===== src/rtl/ram_access_ctrl.sv =====
// Req/ack access controller for a small bank of RAM words: latches one request, drives the one-hot
// select and write strobe, and captures read data. Optional write-verify: define VERIFY_EN.
module ram_access_ctrl #(
    parameter int unsigned DATA_W = 4,
    parameter int unsigned ADDR_W = 2
) (
    input  logic                           clk_i,
    input  logic                           clear_i,
    input  logic                           req_i,
    input  logic                           rw_i,
    input  logic [ADDR_W-1:0]              addr_i,
    input  logic [DATA_W-1:0]              wdata_i,
    output logic                           ack_o,
    output logic                           busy_o,
    output logic [DATA_W-1:0]              rdata_o,
    output logic                           err_o,
    output logic [(2**ADDR_W)-1:0]         ram_sel_o,
    output logic                           ram_we_o,
    output logic [DATA_W-1:0]              ram_din_o,
    output logic                           ram_clr_o,
    input  logic [DATA_W*(2**ADDR_W)-1:0]  ram_dout_i
);

    localparam int unsigned WORDS = 2 ** ADDR_W;

    typedef enum logic [2:0] {
        StIdle,
        StWrite,
        StRead,
        StCapture,
        StDone,
        StVerify
    } state_e;

    state_e              state_q;
    logic [ADDR_W-1:0]   addr_q;
    logic                rw_q;
    logic [DATA_W-1:0]   wdata_q;
    logic [WORDS-1:0]    ram_sel_q;
    logic                ram_we_q;
    logic                ack_q;
    logic                busy_q;
    logic [DATA_W-1:0]   rdata_q;
    logic [DATA_W-1:0]   sel_word;

    function automatic logic [WORDS-1:0] onehot(input logic [ADDR_W-1:0] a);
        logic [WORDS-1:0] v;
        v    = '0;
        v[a] = 1'b1;
        return v;
    endfunction

    assign sel_word = ram_dout_i[addr_q*DATA_W +: DATA_W];

`ifdef VERIFY_EN
    logic err_q;
    assign err_o = err_q;
`else
    assign err_o = 1'b0;
`endif

    always_ff @(posedge clk_i) begin
        if (clear_i) begin
            state_q   <= StIdle;
            addr_q    <= '0;
            rw_q      <= 1'b0;
            wdata_q   <= '0;
            ram_sel_q <= '0;
            ram_we_q  <= 1'b0;
            ack_q     <= 1'b0;
            busy_q    <= 1'b0;
            rdata_q   <= '0;
`ifdef VERIFY_EN
            err_q     <= 1'b0;
`endif
        end else begin
            ram_we_q <= 1'b0;
            case (state_q)
                StIdle: begin
                    if (req_i) begin
                        addr_q    <= addr_i;
                        rw_q      <= rw_i;
                        wdata_q   <= wdata_i;
                        ram_sel_q <= onehot(addr_i);
                        ram_we_q  <= rw_i;
                        busy_q    <= 1'b1;
                        state_q   <= rw_i ? StWrite : StRead;
                    end
                end
                StWrite: begin
`ifdef VERIFY_EN
                    state_q   <= StVerify;
`else
                    ram_sel_q <= '0;
                    ack_q     <= 1'b1;
                    state_q   <= StDone;
`endif
                end
`ifdef VERIFY_EN
                StVerify: begin
                    err_q   <= (sel_word != wdata_q);
                    state_q <= StCapture;
                end
`endif
                StRead: begin
                    state_q <= StCapture;
                end
                StCapture: begin
                    // Also serves as the settle cycle after verify, where rdata must stay put
                    if (!rw_q) begin
                        rdata_q <= sel_word;
                    end
                    ram_sel_q <= '0;
                    ack_q     <= 1'b1;
                    state_q   <= StDone;
                end
                StDone: begin
                    if (!req_i) begin
                        ack_q   <= 1'b0;
                        busy_q  <= 1'b0;
                        state_q <= StIdle;
                    end
                end
                default: begin
                    state_q <= StIdle;
                end
            endcase
        end
    end

    assign ack_o     = ack_q;
    assign busy_o    = busy_q;
    assign rdata_o   = rdata_q;
    assign ram_sel_o = ram_sel_q;
    assign ram_we_o  = ram_we_q;
    assign ram_din_o = wdata_q;
    assign ram_clr_o = clear_i;

endmodule


===== config.mk =====
export PLATFORM = sky130hd
export DESIGN_NAME = ram_access_ctrl
export DESIGN_NICKNAME = d
export VERILOG_FILES = /design/src/rtl/ram_access_ctrl.sv
export SDC_FILE = /design/constraint.sdc
export NUM_CORES = 1
export LEC_CHECK = 0
export CORE_MARGIN = 10
export CORE_UTILIZATION = 40
export CTS_CLUSTER_DIAMETER = 150
export DETAILED_ROUTE_END_ITERATION = 16
export PLACE_DENSITY = 0.77
export REMOVE_ABC_BUFFERS = 1
export SETUP_SLACK_MARGIN = 0.5
export SYNTH_ARGS = -nofsm -noshare
export SYNTH_HDL_FRONTEND = slang
export SYNTH_SLANG_ARGS = --single-unit

===== constraint.sdc =====
create_clock -name clk_i -period 2.2 [get_ports clk_i]
set_input_delay 0.44 -clock clk_i [delete_from_list [all_inputs] [get_ports clk_i]]
set_output_delay 0.44 -clock clk_i [all_outputs]
set_load 0.1 [all_outputs]

==> impl_metrics.yaml, run 1 <==
sta:
  finalCritPeriodShare: 0.750
  min_period_ps: 1650
  fin_tns_setup_ps: 0
  clock_skew_ps: 1.19
  setup_viol_count_final: 0
  fmax_mhz: 606
  slew_violations: 0
  setup_ws_ps: 549
  finalHoldViolCount: 0
  rsz0062_at_grt: "false"
detailed_routing:
  drt-initial-drc-count: 22
  dr.pass1.iters: 4
  routed_wl_mm: 2.51
  vias: 849
  drc: 0
  routed_via_density: 5.08
  ant_nets: 0
  wl_per_cell_um: 15.0
hold_path:
  hold_path_class: "reg2reg"
  hold_depth: 2
final_layout:
  final_core_util: 0.620
  drive_above_1_share: 0.237
  fin_nets: 166
  antenna_cells: 0
  instances_no_fill: 167
  area_delta_synth_final_pct: 46.5
synthesis:
  synth.cell_area_um2: 937
  ys_ff_latch: 21
  synth_top_area_share: 0.449
  synth_edf_count: 0
  synthTopCellsByArea: "dfxtp_1 45%, mux4_2 9.6%, a21oi_1 7.5%"
  synthFlopType: "dfxtp_1"
  synth_warnings: 0
  synth.most_common_cell: "dfxtp_1"
  syn_area_per_cell_um2: 9.47
  netlist_instances: 99
  synthTopCellsByCount: "21 x dfxtp_1, 16 x nand2_1, 14 x a21oi_1"
  yosysSeqAreaShare: 0.449
  synthArstFlopShare: 0
  yosys.area.top_type: "dfxtp_1"
  synth_cell_types: 29
pwr:
  p_leak_nw: 0.528
  ir_drop_v: 0.000417
  power.density_nw_per_um2: 653
critical_path:
  crit_slowest_cell: "clkdlybuf4s50_1"
  start_kind: "input port"
  endpoint_kind: "flip-flop"
  worstSetupPathDepth: 4
  cp_top_family: "simple AND/OR/NAND/NOR gates"
  crit_type: "in2reg"
  slowest_delay_ps: 470
  crit_chain: "clkdlybuf4s50_1, or4b_4, or3_1, a211oi_2"
  cp.required_ps: 2430
  cp_max_fo: 2
  cp_num_buf_inv: 1
  cp_data_arrival_time_ps: 1880
  ff2ff_path_depth: 3
cts:
  clockBufferDepth: 2
  path_clk_slew_ps: 110
  ctsRootBufferMaster: "clkbuf_4"
  post-cts-setup-buffers: 0
  clock_sinks: 21
  cts_inserted_buffers: 3
  h-tree-depth: 1
  clock_latency_ps: 300
  cts_tree: "yes"
place:
  dp_slack_ps: 207
  dp_hpwl_mm: 1.99
  gp_congestion: 0.756
  numPortBuffers: 41
  place_inst: 163
floorplanning:
  dieHeight_um: 68.4
  die-area_um2: 4680
  core_um2: 2210
  start_util: 0.424
  num_rows: 17
  die_w_um: 68.4
  ioPinCount: 43
global_routing:
  grt_use_total: 0.107
  grt_antenna_before_repair: 0
  grt_max_degree: 22
  grt_pass1_vias: 878
  grt_pass1_wl_mm: 3.95
  grt_overflow_total: 0
outcome:
  status: "completed"
run:
  maxCapViolations: 0
[repair_timing]
action,CTS,global route
endpoints found under the hold margin,0,0
endpoints found under the setup margin,0,8
resized for setup,0,1
hold buffers,0,0
[where the power goes]
part / switching [mW] / internal (mW) / total (mW)
logic: 0.174 / 0.109 / 0.283
registers: 0.0260 / 0.402 / 0.428
clock network: 0.114 / 0.0706 / 0.185
total: 0.314 / 0.582 / 0.896
[registers in the layout, indices dropped and copies added (netlist names)]
name       count
ack_o          1
addr_q         2
busy_o         1
ram_din_o      4
ram_sel_o      4
ram_we_o       1
rdata_o        4
rw_q           1
state_q        3
[logic make-up after synthesis]
group,share of synthesized area
other,0.00400
muxes,0.139
AOI/OAI and AO/OA,0.109
DFF,0.449
buffers and inverters,0.0668
and+or+nand+nor,0.232
[stage by stage]
step | cell area, um^2 | power [mW] | hold WS, ps
after floorplan | 882 | 0.604 | 430
after global placement | 1340 | 0.714 | 442
final | 1370 | 0.896 | 472
after CTS | 1360 | 0.901 | 467
after detailed placement | 1340 | 0.718 | 450
after global routing | 1370 | 0.935 | 496
[area by class of cell]
type,count,area [um^2]
clock buffers,4,26.3
fillers,206,840
inverters,2,7.51
multi-input cells,66,463
flip-flops and latches,21,420
well taps,28,35.0
repair buffers,46,420
[metal layers]
metal | up-vias | global-route usage | share of wire
met2 | 26 | 0.177 | 0.51
met3 | 2 | 0.0440 | 0.086
met1 | 395 | 0.119 | 0.40
met4 | 0 | 0.0452 | 0.012
li1 | 426 | - | -
met5 | - | 0 | 0
[final timing paths]
path,from,slack [ps],end
min,rw_q,470,rw_q
max reg2reg,state_q[0],600,ram_sel_o[0]
max,req_i,550,ram_sel_o[0]
min reg2reg,rw_q,470,rw_q
[cell usage in the layout (no fill, tap or decap), drive strengths merged]
master and instances:
a211oi 2, a21oi 14, and4b 1, buf 21
clkbuf 4, clkdlybuf4s50 25, conb 1, dfxtp 21
inv 2, mux2i 4, mux4 4, nand2 16
nand2b 1, nand3 3, nand3b 2, nor2 5
nor2b 1, nor3 2, nor4 2, nor4b 1
nor4bb 1, o21ai 1, o31ai 1, or3 1
or3b 1, or4b 2
[worst reg2reg max path: stages, from the launching register on]
cell and delay [ps]:
dfxtp_1 440, or4b_4 580, or3_1 330, a211oi_2 180
Power figures use the tool's default switching activity.
==> run 2, diff against run 1 <==
==> constraint.sdc (replaced) <==
create_clock -name clk_i -period 1.7 [get_ports clk_i]
set_input_delay 0.34 -clock clk_i [delete_from_list [all_inputs] [get_ports clk_i]]
set_output_delay 0.34 -clock clk_i [all_outputs]
set_load 0.1 [all_outputs]
==> impl_metrics.yaml, run 2 (synthesis results as in run 1) <==
critical_path:
  slowest_delay_ps: 540
  crit_slowest_cell: "or4b_4"
  crit_chain: "or4b_4, or3_4, a211oi_2"
  start_kind: "flip-flop"
  r2r_start: "state_q[0]"
  cp_data_arrival_time_ps: 1720
  r2r_slack_ps: 230
  worstReg2RegEnd: "ram_sel_o[0]"
  ff2ff_path_depth: 3
  endpoint_kind: "flip-flop"
  cp.required_ps: 1950
  cp_max_fo: 2
  crit_type: "reg2reg"
cts:
  path_clk_slew_ps: 140
  clockBufferDepth: 2
  ctsRootBufferMaster: "clkbuf_4"
  cts_hold_buf: 0
  clock_sinks: 21
  h-tree-depth: 1
  cts_tree: "yes"
  cts_inserted_buffers: 3
  clock_latency_ps: 310
place:
  numPortBuffers: 41
  gp_congestion: 0.771
  dp_hpwl_mm: 2.29
  place_inst: 167
  place_area_um2: 1560
hold_path:
  hold_path_class: "reg2reg"
  min_to: "ram_din_o[0]"
  min-delay-start: "ram_din_o[0]"
  hold_depth: 2
pwr:
  ir_drop_v: 0.000764
  swShare: 0.356
  pwr-share-clk: 0.196
  pwr-share-seq: 0.432
  power.density_nw_per_um2: 750
  p_sw_uw: 460
  p_leak_nw: 0.650
  intPower_uw: 833
  share_comb_of_total_power: 0.372
final_layout:
  area_delta_synth_final_pct: 84.1
  antenna_cells: 0
  final_area_um2: 1730
  instances_no_fill: 178
  drive_above_1_share: 0.467
  fin_nets: 177
  layout_commonest_cell: "clkdlybuf4s50_1"
  layout_common_cells: "23 x clkdlybuf4s50_1, 16 x nand2_1, 16 x dfxtp_2, 16 x buf_12, 14 x buf_4"
sta:
  setup_viol_count_final: 0
  slew_violations: 0
  fmax_mhz: 680
  finalHoldViolCount: 0
  rsz0062_at_grt: "true"
  min_period_ps: 1470
  finalCritPeriodShare: 0.865
  clock_skew_ps: 17.3
global_routing:
  grt_pass1_vias: 1064
  grt_pass1_wl_mm: 5.12
  grt_max_degree: 14
  grt_antenna_before_repair: 0
  grt_use_total: 0.145
  grt_overflow_total: 0
detailed_routing:
  wl_per_cell_um: 18.0
  drt-initial-drc-count: 37
  vias: 936
  dr.pass1.iters: 4
  drc: 0
  routed_wl_mm: 3.20
  ant_nets: 0
  routed_via_density: 5.26
floorplanning:
  start_util: 0.424
  die-area_um2: 4680
  dieHeight_um: 68.4
  core_um2: 2210
  ioPinCount: 43
  num_rows: 17
  die_w_um: 68.4
run:
  maxCapViolations: 0
outcome:
  status: "completed"
==> run 2: changes by cell type in the layout (fill, tap and decap cells not counted), moves of 4 or more <==
cell and delta:
buf_12 +15, a21oi_2 +4, buf_4 -6, dfxtp_2 +16, dfxtp_1 -18, a21oi_1 -4
==> run 2: repair_timing <==
action,CTS,global route
pin swaps,3,2
setup buffers,7,0
setup endpoints to repair,33,32
resized for setup,31,4
==> run 2: how the worst max path moves through the flow <==
stage / startpoint / cells after the start / endpoint
2_1_floorplan: state_q[0] / 3 / rdata_o[0]
3_3_place_gp: req_i / 4 / ram_sel_o[0]
3_5_place_dp: req_i / 4 / ram_sel_o[0]
4_1_cts: state_q[0] / 3 / ram_sel_o[0]
5_1_grt: state_q[0] / 3 / ram_sel_o[0]
6_report: state_q[0] / 3 / ram_sel_o[0]
==> run 2: per-stage QoR <==
| step | setup slack, ps | total power [mW] | util | TNS [ps] | hold slack [ps] |
|---|---|---|---|---|---|
| after detailed placement | -208 | 0.999 | 0.703 | -529 | 456 |
| final | 230 | 1.29 | 0.780 | 0 | 485 |
| after floorplan | 83.4 | 0.781 | - | 0 | 409 |
| after CTS | 228 | 1.29 | 0.773 | 0 | 488 |
| after global placement | -174 | 0.989 | 0.703 | -242 | 450 |
| after global routing | 173 | 1.35 | 0.780 | 0 | 509 |
==> run 2: worst max-delay path: cells and delay by family, from the launching register on <==
family / cells / cell delay [ps]
AO/OA/AOI/OAI: 1 / 170
flip-flops: 1 / 360
AND/OR/NAND/NOR: 2 / 880
==> run 2: area by class of cell <==
cell class / count / area [um^2]
Tap cell: 28 / 35.0
Timing Repair Buffer: 57 / 696
Clock buffer: 3 / 22.5
Fill cell: 149 / 487
Inverter: 2 / 7.51
Sequential cell: 21 / 448
Multi-Input combinational cell: 66 / 509
Clock inverter: 1 / 7.51
==> run 2: routing by layer <==
metal / share of wire / GRT usage / vias to the layer above / wire length [um]
li1: - / - / 450 / -
met1: 0.35 / 0.146 / 444 / 1130
met2: 0.54 / 0.249 / 34 / 1730
met3: 0.082 / 0.0653 / 8 / 263
met4: 0.024 / 0.0729 / 0 / 76
met5: 0 / 0 / - / 0
==> run 2: power groups by stage <==
stage	combinational, mW	sequential (mW)	clock [mW]
2_1_floorplan	0.0941	0.687	0
3_3_place_gp	0.425	0.564	0
3_5_place_dp	0.432	0.567	0
4_1_cts	0.470	0.557	0.265
5_1_grt	0.503	0.563	0.286
6_report	0.481	0.558	0.253
==> run 3, diff against run 2 <==
--- a/config.mk
+++ b/config.mk
@@ -8,6 +8,7 @@
 export CORE_MARGIN = 10
 export CORE_UTILIZATION = 40
 export CTS_CLUSTER_DIAMETER = 150
+export CTS_CLUSTER_SIZE = 24
 export DETAILED_ROUTE_END_ITERATION = 16
 export PLACE_DENSITY = 0.77
 export REMOVE_ABC_BUFFERS = 1
==> results of run 3 <==
The final DEF is identical to that of run 2; final timing and power are the same.
